--- src/rtl/dram_ctrl.sv ---
// Data-memory controller: turns level-held processor and host requests into
// timed single-port RAM cycles, each ending in a one-cycle completion pulse.
module dram_ctrl #(
    parameter int WIDTH  = 8,
    parameter int ADDR_W = 8,
    parameter int RD_LAT = 1
) (
    input  logic              Clk,
    input  logic              Rst_n,
    input  logic              memREAD,
    input  logic              memWRITE,
    input  logic [ADDR_W-1:0] DRAM_addr,
    input  logic [WIDTH-1:0]  DRAM_dataOut,
    output logic [WIDTH-1:0]  DRAM_dataIn,
    output logic              memDONE,
    input  logic              hostREQ,
    input  logic              hostWE,
    input  logic [ADDR_W-1:0] hostAddr,
    input  logic [WIDTH-1:0]  hostWData,
    output logic [WIDTH-1:0]  hostRData,
    output logic              hostACK,
    output logic [ADDR_W-1:0] ram_addr,
    output logic [WIDTH-1:0]  ram_wdata,
    output logic              ram_we,
    output logic              ram_re,
    input  logic [WIDTH-1:0]  ram_rdata,
    output logic              protoErr,
    output logic [2:0]        fsm_state
);

    localparam logic [2:0] S_IDLE = 3'd0;
    localparam logic [2:0] S_WR   = 3'd1;
    localparam logic [2:0] S_RD   = 3'd2;
    localparam logic [2:0] S_WAIT = 3'd3;
    localparam logic [2:0] S_CAP  = 3'd4;
    localparam logic [2:0] S_DONE = 3'd5;

    // WAIT lasts RD_LAT-1 cycles: load RD_LAT-2 and leave when the count hits zero.
    localparam int         WAIT_INIT_I = (RD_LAT > 1) ? RD_LAT - 2 : 0;
    localparam logic [1:0] WAIT_INIT   = WAIT_INIT_I[1:0];

    logic [2:0] state;
    logic [1:0] wait_cnt;
    logic       proc_arm;
    logic       host_arm;
    logic       owner_host;
    logic       proc_req;
    logic       host_go;
    logic       proc_go;

    assign proc_req  = memREAD | memWRITE;
    assign fsm_state = state;

    // Host wins over the processor whenever both are armed in IDLE.
    always_comb begin
        host_go = 1'b0;
        proc_go = 1'b0;
        if (state == S_IDLE) begin
            host_go = hostREQ && host_arm;
            proc_go = !host_go && proc_req && proc_arm;
        end
    end

    always_ff @(posedge Clk or negedge Rst_n) begin
        if (!Rst_n) begin
            state       <= S_IDLE;
            wait_cnt    <= '0;
            proc_arm    <= 1'b1;
            host_arm    <= 1'b1;
            owner_host  <= 1'b0;
            ram_addr    <= '0;
            ram_wdata   <= '0;
            ram_we      <= 1'b0;
            ram_re      <= 1'b0;
            memDONE     <= 1'b0;
            hostACK     <= 1'b0;
            DRAM_dataIn <= '0;
            hostRData   <= '0;
            protoErr    <= 1'b0;
        end else begin
            ram_we  <= 1'b0;
            ram_re  <= 1'b0;
            memDONE <= 1'b0;
            hostACK <= 1'b0;

            // Re-arm only once the request has been seen low, so a held level is not replayed.
            if (!proc_req) begin
                proc_arm <= 1'b1;
            end
            if (!hostREQ) begin
                host_arm <= 1'b1;
            end

            case (state)
                S_IDLE: begin
                    if (host_go) begin
                        host_arm   <= 1'b0;
                        owner_host <= 1'b1;
                        ram_addr   <= hostAddr;
                        ram_wdata  <= hostWData;
                        if (hostWE) begin
                            state  <= S_WR;
                            ram_we <= 1'b1;
                        end else begin
                            state  <= S_RD;
                            ram_re <= 1'b1;
                        end
                    end else if (proc_go) begin
                        proc_arm   <= 1'b0;
                        owner_host <= 1'b0;
                        ram_addr   <= DRAM_addr;
                        ram_wdata  <= DRAM_dataOut;
                        if (memWRITE) begin
                            state  <= S_WR;
                            ram_we <= 1'b1;
                            if (memREAD) begin
                                protoErr <= 1'b1;
                            end
                        end else begin
                            state  <= S_RD;
                            ram_re <= 1'b1;
                        end
                    end
                end
                S_WR: begin
                    state   <= S_DONE;
                    memDONE <= !owner_host;
                    hostACK <= owner_host;
                end
                S_RD: begin
                    if (RD_LAT > 1) begin
                        state    <= S_WAIT;
                        wait_cnt <= WAIT_INIT;
                    end else begin
                        state <= S_CAP;
                    end
                end
                S_WAIT: begin
                    if (wait_cnt == 2'd0) begin
                        state <= S_CAP;
                    end else begin
                        wait_cnt <= wait_cnt - 2'd1;
                    end
                end
                S_CAP: begin
                    if (owner_host) begin
                        hostRData <= ram_rdata;
                    end else begin
                        DRAM_dataIn <= ram_rdata;
                    end
                    state   <= S_DONE;
                    memDONE <= !owner_host;
                    hostACK <= owner_host;
                end
                S_DONE: begin
                    state <= S_IDLE;
                end
                default: begin
                    state <= S_IDLE;
                end
            endcase
        end
    end

endmodule
--- config.mk ---
export PLATFORM = sky130hd
export DESIGN_NAME = dram_ctrl
export DESIGN_NICKNAME = d
export VERILOG_FILES = /design/src/rtl/dram_ctrl.sv
export SDC_FILE = /design/constraint.sdc
export NUM_CORES = 1
export LEC_CHECK = 0
export BUFFER_PORTS_ARGS = -buffer_cell sky130_fd_sc_hd__buf_4
export CAP_MARGIN = 20
export CORE_ASPECT_RATIO = 0.8
export CORE_UTILIZATION = 49
export CTS_BUF_LIST = sky130_fd_sc_hd__clkbuf_8
export DETAILED_ROUTE_END_ITERATION = 7
export PLACE_DENSITY = 0.89
export SYNTH_ARGS = -nofsm -noshare
export SYNTH_HDL_FRONTEND = slang
export SYNTH_SLANG_ARGS = --single-unit
--- constraint.sdc ---
create_clock -name Clk -period 2.05 [get_ports Clk]
set_clock_uncertainty 0.1 [all_clocks]
set_input_delay 0.5125 -clock Clk [delete_from_list [all_inputs] [get_ports Clk]]
set_output_delay 0.5125 -clock Clk [all_outputs]
set_load 0.1 [all_outputs]
==> results.cfg <==
[status]
status = finished, final reports clean

[cells_and_area]
n_fill_cell = 299
nNetsFinal = 314
area_growth_pct = 37.07
n_antenna_cell = 0
drive_gt1_frac = 0.4494

[sta]
period_share = 0.9029
layout_setup_ws_ns = 0.1990
hold_violations = 0
setup_viol = 0
setup_tns_ns = 0
relSlewSlack = 0.6309
slew_violations = 0
min_period_ns = 1.851
clock.fmax_ghz = 0.5402
rsz0062_at_grt = false
tightest_slew_ns = 0.5537

[floorplan]
core_sq_mm = 0.003904
die_x_um = 74.35
dieArea_sq_mm = 0.004452
fp.dieH_um = 59.88
ios = 86
start_util = 0.5256
placementRows = 20

[min_path]
min_path_type = in2async

[global_route]
grt.overflow.total = 0
grt_pass1_vias = 1664
grt_start_max_net_pins = 46
track_usage = 0.2357
grt_pass1_wl_mm = 7.714
antenna_found_initial = 0

[placement]
place_hpwl_mm = 3.510
place_ws_ns = 0.1905
gp_congestion = 0.7815
portBuffers = 85

[worst_setup_path]
critPathCaptureType = register
crit_path_start_kind = register
crit_type = reg2reg
crit_chain = nor3b_1 -> and2_1 -> mux2_2
critPathArrivalTime_ns = 1.93
r2r_setup_slack_ns = 0.20
r2r_cells = 3
max_stage_delay_ns = 0.48
rr_startpoint = fsm_state[1]
cp.required_ns = 2.13
r2r_end = hostRData[0]
crit_slowest_cell = dfrtp_2
worstPathMaxFanout = 10

[yosys]
yosysWarningCount = 0
async_flop_share = 1.000
synthTopCellsByCount = dfrtp_1, inv_1, nand3_1
synth_top_area_share = 0.5244
synthTopCellsByArea = dfrtp_1, mux2_2, o211ai_1
synth_edf_count = 0
yosysTopAreaCell = dfrtp_1
synth_cell_types = 34
synth-seq-cells = 45
avgSynthCellArea_sq_um = 11.15
synth_nets = 231
synthesis.area_sq_mm = 0.002052
seq_area_frac_synth = 0.5500
syn_inst = 184
yosysMostFrequentCell = dfrtp_1
synth-main-ff-cell = dfrtp_1

[routing]
drt-total-wl_mm = 4.742
drc = 0
ant_nets = 0
vias = 1712
wl_per_cell_um = 14.73
vias_per_cell = 5.317
dr.pass1.iters = 5
drtIter0Drc = 107

[clocking]
clockBufferDepth = 2
insertion_delay_ns = 0.30
cts-hold-fix-buffers = 0
cts_setup_buffers = 0
cts.repair.resized = 0
cts_tree = done
cts-root-buf = clkbuf_8
htreeDepth = 2
clock_sinks = 45
clkTransAtPathRegs_ns = 0.08
numCtsBuffers = 5

[job]
max_cap_violations = 0
how the worst max path moves through the flow:
stage                       startpoint             end
after global routing      fsm_state[1]    hostRData[0]
final                     fsm_state[1]    hostRData[0]
after floorplan           fsm_state[2]  DRAM_dataIn[0]
after detailed placement  fsm_state[0]    hostRData[0]
after CTS                 fsm_state[1]    hostRData[0]
after global placement    fsm_state[0]    hostRData[5]
routing by layer:
metal | vias up | track usage | wire (um)
met3 | 7 | 0.05228 | 356
met4 | 0 | 0.08895 | 64
met2 | 74 | 0.3805 | 2226
met1 | 807 | 0.3142 | 2094
met5 | - | 0 | 0
li1 | 824 | - | -
critical path, delay by kind of cell (launching register included):
| family | cells | cell delay (ns) |
|---|---|---|
| and+or+nand+nor | 2 | 0.76 |
| DFF | 1 | 0.48 |
| muxes | 1 | 0.39 |
cells in the final DEF (no fill, tap or decap), drive strengths merged:
master	n
o31a	1
a311oi	1
and3	1
dfrtp	43
nor3	2
nand4	16
o21a	1
dfstp	2
inv	19
xnor2	2
and4bb	1
nand2	7
a221oi	1
o211ai	16
o21bai	1
and2	2
nand3b	1
nand3	17
clkbuf	6
or3	1
buf	90
nor2b	3
nor2	3
a2111oi	1
a41o	1
a21oi	3
mux2	16
ha	1
nor3b	2
o21ai	6
final cells by class:
class                   instances  area [sq um]  area share
clock buffers                   6         82.58     0.02936
clock inverters                 1         3.754    0.001335
well taps                      55         68.82     0.02447
repair buffers                 90         688.2      0.2447
flip-flops and latches         45          1132      0.4026
inverters                      18         67.56     0.02402
multi-input cells             107         769.5      0.2736
registers in the layout, summed over array words and instances, names as in the netlist, 2 cells and up:
signal and cells:
ram_addr 8, hostRData 8, fsm_state 3, ram_wdata 8, DRAM_dataIn 8, wait_cnt 2
per-stage QoR:
stage               instance area [sq um]  utilization  cells  hold slack [ns]
floorplan                            2056            -    184           0.1169
global placement                     2726       0.6984    315           0.3613
detailed placement                   2726       0.6984    315           0.3677
CTS                                  2813       0.7205    322           0.1191
global route                         2813       0.7205    322           0.1446
finish                               2813       0.7205    322          0.09502
cell families (layout without fill, tap and decap cells):
| family | count (synthesis) | count (layout) | synth area share |
|---|---|---|---|
| buffers and inverters | 32 | 115 | 0.07804 |
| muxes | 16 | 16 | 0.08780 |
| and+or+nand+nor | 56 | 56 | 0.1543 |
| xor gates and xnor gates | 2 | 2 | 0.008538 |
| DFF | 45 | 45 | 0.5500 |
| adders and majority gates | 1 | 1 | 0.006097 |
| AOI/OAI and AO/OA | 32 | 32 | 0.1153 |
Power is left out: the tool's default activity adds up to more than one toggle a clock period on the data nets, which glitch-free logic cannot reach.
